`config.mk`:
```
export PLATFORM = sky130hd
export DESIGN_NAME = mem_port_arbiter
export DESIGN_NICKNAME = d
export VERILOG_FILES = /design/src/rtl/mem_port_arbiter.sv
export SDC_FILE = /design/constraint.sdc
export NUM_CORES = 1
export LEC_CHECK = 0
export CORE_MARGIN = 2
export CORE_UTILIZATION = 45
export DETAILED_ROUTE_END_ITERATION = 6
export PLACE_DENSITY = 0.95
export SETUP_SLACK_MARGIN = 0.15
export SLEW_MARGIN = 15
export SYNTH_ARGS = -nofsm -noshare
export SYNTH_HDL_FRONTEND = slang
export SYNTH_SLANG_ARGS = --single-unit
```
`constraint.sdc`:
```
create_clock -name clk -period 6.2 [get_ports clk]
set_clock_uncertainty 0.2 [all_clocks]
set_input_delay 1.55 -clock clk [delete_from_list [all_inputs] [get_ports clk]]
set_output_delay 1.55 -clock clk [all_outputs]
set_load 0.01 [all_outputs]
```
`src/rtl/mem_port_arbiter.sv`:
```
// Arbiter sharing one single-port memory between instruction fetch and data access.
// Data wins contention except every fourth consecutive grant, which goes to fetch.
module mem_port_arbiter (
  input  logic        clk,
  input  logic        rst,
  input  logic        if_req,
  input  logic [31:0] if_addr,
  output logic [31:0] if_rdata,
  output logic        if_ready,
  input  logic        d_req,
  input  logic        d_we,
  input  logic        d_half,
  input  logic [31:0] d_addr,
  input  logic [31:0] d_wdata,
  output logic [31:0] d_rdata,
  output logic        d_ready,
  output logic        d_err,
  output logic        mem_en,
  output logic [3:0]  mem_be,
  output logic [31:0] mem_addr,
  output logic [31:0] mem_wdata,
  input  logic [31:0] mem_rdata,
  input  logic        mem_ack,
  output logic        stall
);

  typedef enum logic [1:0] {IDLE, FETCH, DATA, DONE} state_t;

  state_t      state_q, state_d;
  logic [1:0]  skip_cnt_q, skip_cnt_d;
  logic        mem_en_q, mem_en_d;
  logic [3:0]  mem_be_q, mem_be_d;
  logic [31:0] mem_addr_q, mem_addr_d;
  logic [31:0] mem_wdata_q, mem_wdata_d;
  logic [31:0] if_rdata_q, if_rdata_d;
  logic        if_ready_q, if_ready_d;
  logic [31:0] d_rdata_q, d_rdata_d;
  logic        d_ready_q, d_ready_d;
  logic        d_err_q, d_err_d;
  logic        we_q, we_d;
  logic        half_q, half_d;
  logic        hi_q, hi_d;
  logic        mis_q, mis_d;

  logic take_data;
  logic d_mis;
  logic unused_if_lsbs;

  function automatic logic misaligned(input logic half, input logic [1:0] a);
    return half ? a[0] : (a != 2'b00);
  endfunction

  function automatic logic [31:0] sext_half(input logic signed [15:0] h);
    return 32'(h);
  endfunction

  function automatic logic [31:0] load_data(input logic half, input logic hi,
                                            input logic [31:0] w);
    if (!half) return w;
    return hi ? sext_half(w[31:16]) : sext_half(w[15:0]);
  endfunction

  assign unused_if_lsbs = ^if_addr[1:0];
  assign take_data = d_req && !(if_req && skip_cnt_q == 2'd3);
  assign d_mis     = misaligned(d_half, d_addr[1:0]);

  always_comb begin
    state_d     = state_q;
    skip_cnt_d  = skip_cnt_q;
    mem_en_d    = mem_en_q;
    mem_be_d    = mem_be_q;
    mem_addr_d  = mem_addr_q;
    mem_wdata_d = mem_wdata_q;
    if_rdata_d  = if_rdata_q;
    if_ready_d  = 1'b0;
    d_rdata_d   = d_rdata_q;
    d_ready_d   = 1'b0;
    d_err_d     = d_err_q;
    we_d        = we_q;
    half_d      = half_q;
    hi_d        = hi_q;
    mis_d       = mis_q;
    case (state_q)
      IDLE: begin
        if (take_data) begin
          state_d    = DATA;
          if (if_req && skip_cnt_q != 2'd3) skip_cnt_d = skip_cnt_q + 2'd1;
          we_d       = d_we;
          half_d     = d_half;
          hi_d       = d_addr[1];
          mis_d      = d_mis;
          mem_addr_d = {d_addr[31:2], 2'b00};
          // A misaligned access still passes through DATA so d_ready keeps normal latency.
          mem_en_d   = !d_mis;
          if (d_we && !d_mis)
            mem_be_d = d_half ? (d_addr[1] ? 4'b1100 : 4'b0011) : 4'b1111;
          else
            mem_be_d = 4'b0000;
          if (d_we)
            mem_wdata_d = d_half ? {d_wdata[15:0], d_wdata[15:0]} : d_wdata;
          else
            mem_wdata_d = 32'd0;
        end else if (if_req) begin
          state_d     = FETCH;
          skip_cnt_d  = 2'd0;
          mem_en_d    = 1'b1;
          mem_be_d    = 4'b0000;
          mem_addr_d  = {if_addr[31:2], 2'b00};
          mem_wdata_d = 32'd0;
        end
      end
      FETCH: begin
        if (mem_ack) begin
          state_d    = DONE;
          mem_en_d   = 1'b0;
          mem_be_d   = 4'b0000;
          if_rdata_d = mem_rdata;
          if_ready_d = 1'b1;
          d_err_d    = 1'b0;
        end
      end
      DATA: begin
        if (mis_q) begin
          state_d   = DONE;
          d_ready_d = 1'b1;
          d_err_d   = 1'b1;
          d_rdata_d = 32'd0;
        end else if (mem_ack) begin
          state_d   = DONE;
          mem_en_d  = 1'b0;
          mem_be_d  = 4'b0000;
          d_ready_d = 1'b1;
          d_err_d   = 1'b0;
          if (!we_q) d_rdata_d = load_data(half_q, hi_q, mem_rdata);
        end
      end
      DONE: begin
        // Requests are ignored here so a requester still holding req is not re-granted.
        state_d = IDLE;
      end
      default: state_d = IDLE;
    endcase
  end

  always_ff @(posedge clk or negedge rst) begin
    if (!rst) begin
      state_q     <= IDLE;
      skip_cnt_q  <= 2'd0;
      mem_en_q    <= 1'b0;
      mem_be_q    <= 4'b0000;
      mem_addr_q  <= 32'd0;
      mem_wdata_q <= 32'd0;
      if_rdata_q  <= 32'd0;
      if_ready_q  <= 1'b0;
      d_rdata_q   <= 32'd0;
      d_ready_q   <= 1'b0;
      d_err_q     <= 1'b0;
      we_q        <= 1'b0;
      half_q      <= 1'b0;
      hi_q        <= 1'b0;
      mis_q       <= 1'b0;
    end else begin
      state_q     <= state_d;
      skip_cnt_q  <= skip_cnt_d;
      mem_en_q    <= mem_en_d;
      mem_be_q    <= mem_be_d;
      mem_addr_q  <= mem_addr_d;
      mem_wdata_q <= mem_wdata_d;
      if_rdata_q  <= if_rdata_d;
      if_ready_q  <= if_ready_d;
      d_rdata_q   <= d_rdata_d;
      d_ready_q   <= d_ready_d;
      d_err_q     <= d_err_d;
      we_q        <= we_d;
      half_q      <= half_d;
      hi_q        <= hi_d;
      mis_q       <= mis_d;
    end
  end

  assign if_rdata  = if_rdata_q;
  assign if_ready  = if_ready_q;
  assign d_rdata   = d_rdata_q;
  assign d_ready   = d_ready_q;
  assign d_err     = d_err_q;
  assign mem_en    = mem_en_q;
  assign mem_be    = mem_be_q;
  assign mem_addr  = mem_addr_q;
  assign mem_wdata = mem_wdata_q;
  assign stall     = (if_req | d_req) & ~(if_ready_q | d_ready_q);

endmodule

```
---- Word-level counts from Yosys, hierarchy flattened ----
Cells that the tools add are included.
word-level totals
  register bits after elaboration ......... 144
  bits in latches ......................... 0
  RAM bits ................................ 0
  memory bits (read-only) ................. 0
  input port bits ......................... 135
  output and inout port bits .............. 137
  word-level logic and storage cells ...... 93
  memories ................................ 0
operators by class
  add/subtract/negate cells ............... 1
  multipliers ............................. 0
  div/mod/pow operators ................... 0
  order comparisons ....................... 0
  equal/unequal tests ..................... 9
  shift-type cells ........................ 0
  multiplexer cells ....................... 46
  bitwise logic cells ..................... 4
  reductions and logical operators ........ 18
operators by type and width
  cell                   number
  $mux W32               12
  $mux W4                7
  $mux W1                16
  $mux W2                7
  $pmux W4 S3            1
  $reduce_and A3 Y1      3
  $pmux W2 S4            1
  $reduce_bool A2 Y1     4
  $eq A2 B2 Y1 const B   3
  $reduce_and A2 Y1      3
  $logic_and A1 B1 Y1    4
  $ne A2 B1 Y1 const B   2
  $ne A2 B2 Y1 const B   2
  $ne A3 B3 Y1 const B   1
  $pmux W1 S3            1
  $reduce_bool A3 Y1     1
  $add A2 B1 Y2 const B  1
  $eq A2 B1 Y1 const B   1
  $logic_not A1 Y1       2
  $logic_not A2 Y1       1
  $or A1 B1 Y1           2
  $pmux W1 S2            1
  $and A1 B1 Y1          1
  $not A1 Y1             1

---- Logic depth before layout (Yosys ltp) ----
  word-level depth ........................ 9
  depth in mapped cells ................... 7
  gate-level depth less buffers ........... 5

---- Least setup slack after synthesis ----
No wires, ideal clock.
  kind .................................... in2out
  start ................................... input d_req
  end ..................................... output stall
  arrival time ............................ 1.835 ns
  setup slack ............................. 2.615 ns
  stages on the path ...................... 2
  cell sequence ........................... nor2_1 -> nor3_1
between the ends
  cells in the longest elaborated chain, start to end .. 2
ends and longest elaborated chain
  what             line  RTL
  start, declared  10    input logic d_req,
  $or A1 B1 Y1     190   assign stall = (if_req | d_req) & ~(if_ready_q | d_ready_q);
  $and A1 B1 Y1    190
  end, declared    24    output logic stall
Every way passes these cells.

---- Final worst setup path ----
  start ................................... input if_req
  end ..................................... output stall
between the ends
  cells in the longest elaborated chain, start to end .. 2
ends and longest elaborated chain
  what             line  RTL
  start, declared  6     input logic if_req,
  $or A1 B1 Y1     190
  $and A1 B1 Y1    190
Every way passes these cells.

==> impl_metrics.csv <==
group,metric,value,unit
yosys,synth-seq-cells,140,
timing,setup_ws,1.43,ns
global_route,grt_overflow,0,
global_route,grt_pass1_vias,5404,
cells_and_area,layout_common_cells,"266 x clkdlybuf4s50_1, 140 x dfrtp_1, 78 x mux2i_1, 54 x nand2_1, 39 x o21ai_1",
floorplan,die_area,14500,um2
global_route,grt_antenna_before_repair,0,
cells_and_area,num-fill-cells,921,
detailed_routing,route.detailed.drc,0,
cells_and_area,area_growth_syn_to_layout,55.3,%
global_route,grt_max_degree,97,
yosys,postSynthAreaPerCell,12.5,um2
yosys,async_flop_share,100,%
yosys,yosysUniqueCellTypes,37,
global_route,grt_pass1_wl,29.7,mm
critical_path,required,4.45,ns
timing,rsz0062_at_grt,"no",
detailed_routing,first_pass_iters,5,
timing,slew_viol_final,0,
critical_path,r2r_slack,3.54,ns
critical_path,crit_fanout,6,
timing,fin_setup_tns,0,ns
cells_and_area,mostFrequentLayoutCell,"clkdlybuf4s50_1",
yosys,synth_ff_type,"dfrtp_1",
clock_network,clkTransAtPathRegs,0.06,ns
clock_network,cts_tree,"yes",
power,peakVddDrop,0.253,mV
timing,period_needed,4.77,ns
critical_path,cpMaxStageDelayCell,"clkdlybuf4s50_1",
clock_network,max-clock-path-buffers,2,
clock_network,insertion_delay,0.41,ns
timing,timing.final.crit_share,76.9,%
timing,hold_violations,0,
cells_and_area,nets,889,
cells_and_area,drive_gt1_share,9.89,%
clock_network,htreeDepth,4,
run_status,status,"complete, no violations",
placement,placement.io_buffers,267,
yosys,yosysSeqAreaShare,57.3,%
yosys,synth_edf_count,0,
critical_path,worst_path_largest_cell_delay,0.67,ns
clock_network,cts_hold_buf,0,
clock_network,cts_resized,0,
detailed_routing,vias,5003,
power,powerDensity,510,nW/um2
detailed_routing,initialDrtViolationCount,297,
timing,relSlewSlack,32.8,%
timing,worst_pin_slew,1.01,ns
floorplan,dieHeight,121,um
detailed_routing,post_drt_via_cell_ratio,5.36,
flow_run,max_cap_violations,0,
clock_network,postCtsSetupRepairBufs,0,
floorplan,rows,42,
timing,setup_viol,0,
floorplan,initial_utilization,46.2,%
critical_path,critPathLaunchType,"input port",
yosys,syn_inst,491,
cells_and_area,regArea,3500,um2
cells_and_area,layout.cells.non_filler,934,
timing,max_clock_freq,0.210,GHz
placement,dp_cells,904,
hold_path,min_path_type,"flip-flop to flip-flop",
detailed_routing,post_drt_wl_per_cell,20.3,um
detailed_routing,wirelength,19.0,mm
placement,place_hpwl,13.5,mm
critical_path,crit_top_cell,"clkdlybuf4s50_1",
placement,gp_congestion,0.826,
floorplan,die_w,121,um
clock_network,cts_root_buf,"clkbuf_16",
clock_network,cts_sinks,140,
yosys,syn_area,6120,um2
placement,post-place-ws,1.44,ns
critical_path,crit_arrival,3.02,ns
yosys,yosys_warnings,0,
detailed_routing,ant_nets,0,
global_route,track_usage,26.8,%
floorplan,core,13200,um2
critical_path,worstPathCellList,"clkdlybuf4s50_1 > nor2_1 > nor3_1 > clkdlybuf4s50_1",
power,p_leak,4.27,nW
critical_path,worst_setup_path_end_kind,"output port",
cells_and_area,multi_input_area,2420,um2
cells_and_area,diodes,0,
critical_path,path_class,"input port to output port",
floorplan,num_io_pins,272,
clock_network,cts_made_buffers,17,
[path summary, 6_finish.rpt]
kind	start	end	cells after the start
max in group asynchronous	rst	mem_wdata[4]$_DFFE_PN0P_	2
worst min register to register	mem_wdata[19]$_DFFE_PN0P_	mem_wdata[19]$_DFFE_PN0P_	2
min in group asynchronous	rst	d_rdata[10]$_DFFE_PN0P_	1
worst max-delay path	if_req	stall	4
worst min-delay path	mem_wdata[19]$_DFFE_PN0P_	mem_wdata[19]$_DFFE_PN0P_	2
worst max register to register	half_q$_DFFE_PN0P_	d_rdata[2]$_DFFE_PN0P_	3
[cells by family after synthesis]
kind of cell | share of synthesized area [%]
simple gates | 4.97
compound gates | 13.2
mux | 19.6
fa+ha+maj | 1.43
buf+inv | 3.50
flops | 57.3
other cells | 0.0613
[state kept, by name (all words and copies together), names as in the netlist]
| register | cells |
|---|---|
| hi_q | 1 |
| we_q | 1 |
| skip_cnt_q | 2 |
| d_rdata | 32 |
| mem_be | 2 |
| if_rdata | 32 |
| mem_wdata | 32 |
| if_ready | 1 |
| d_ready | 1 |
| mem_addr | 30 |
| state_q | 2 |
| d_err | 1 |
| mis_q | 1 |
| half_q | 1 |
| mem_en | 1 |
[where the power goes]
group,internal (mW),switching (mW),total (mW)
combinational,1.20,0.938,2.14
sequential,1.35,0.297,1.64
clock,0.699,0.363,1.06
[cells in the mapped netlist (2+ instances only)]
library cell	n	area, um2
dfrtp_1	140	3500
mux2i_1	78	781
nand2_1	54	203
o21ai_1	41	205
mux2_2	35	394
o2bb2ai_1	32	280
a22o_1	17	149
clkbuf_1	15	56.3
buf_4	10	75.1
o21ai_0	10	50.1
buf_2	9	45.0
ha_1	7	87.6
inv_1	4	15.0
nor2_1	4	15.0
nor2b_1	4	25.0
a21o_1	3	22.5
buf_1	3	11.3
nor3_1	3	15.0
a21oi_1	2	10.0
a32o_1	2	20.0
mux2_1	2	22.5
[metrics by stage]
step	hold WS, ns	total power [mW]	cell area, um2	util [%]
floorplan	0.250	2.58	6120	-
global placement	0.264	3.67	8880	67.1
detailed placement	0.269	3.77	8880	67.1
CTS	0.281	4.88	9500	71.7
global route	0.304	5.10	9500	71.7
finish	0.275	4.85	9500	71.7
[routing by layer]
layer	part of all wire (%)	global-route usage (%)	up-vias
met2	54	46.0	172
met3	4.4	5.71	49
met5	0	0	-
li1	-	-	2278
met4	3.3	12.1	0
met1	39	32.4	2504
[layout make-up]
cell class	count	area share, %
sequential	140	36.9
timing repair buffer	274	28.7
multi-input combinational	310	25.5
clock buffer	23	5.03
tap	176	2.32
clock inverter	7	1.45
inverter	4	0.158
[critical path: cells and delay by family]
| family | cells | cell delay (ns) |
|---|---|---|
| buf+inv | 2 | 1.23 |
| simple gates | 2 | 0.24 |
Note: power is estimated with default switching activity, not from simulation.
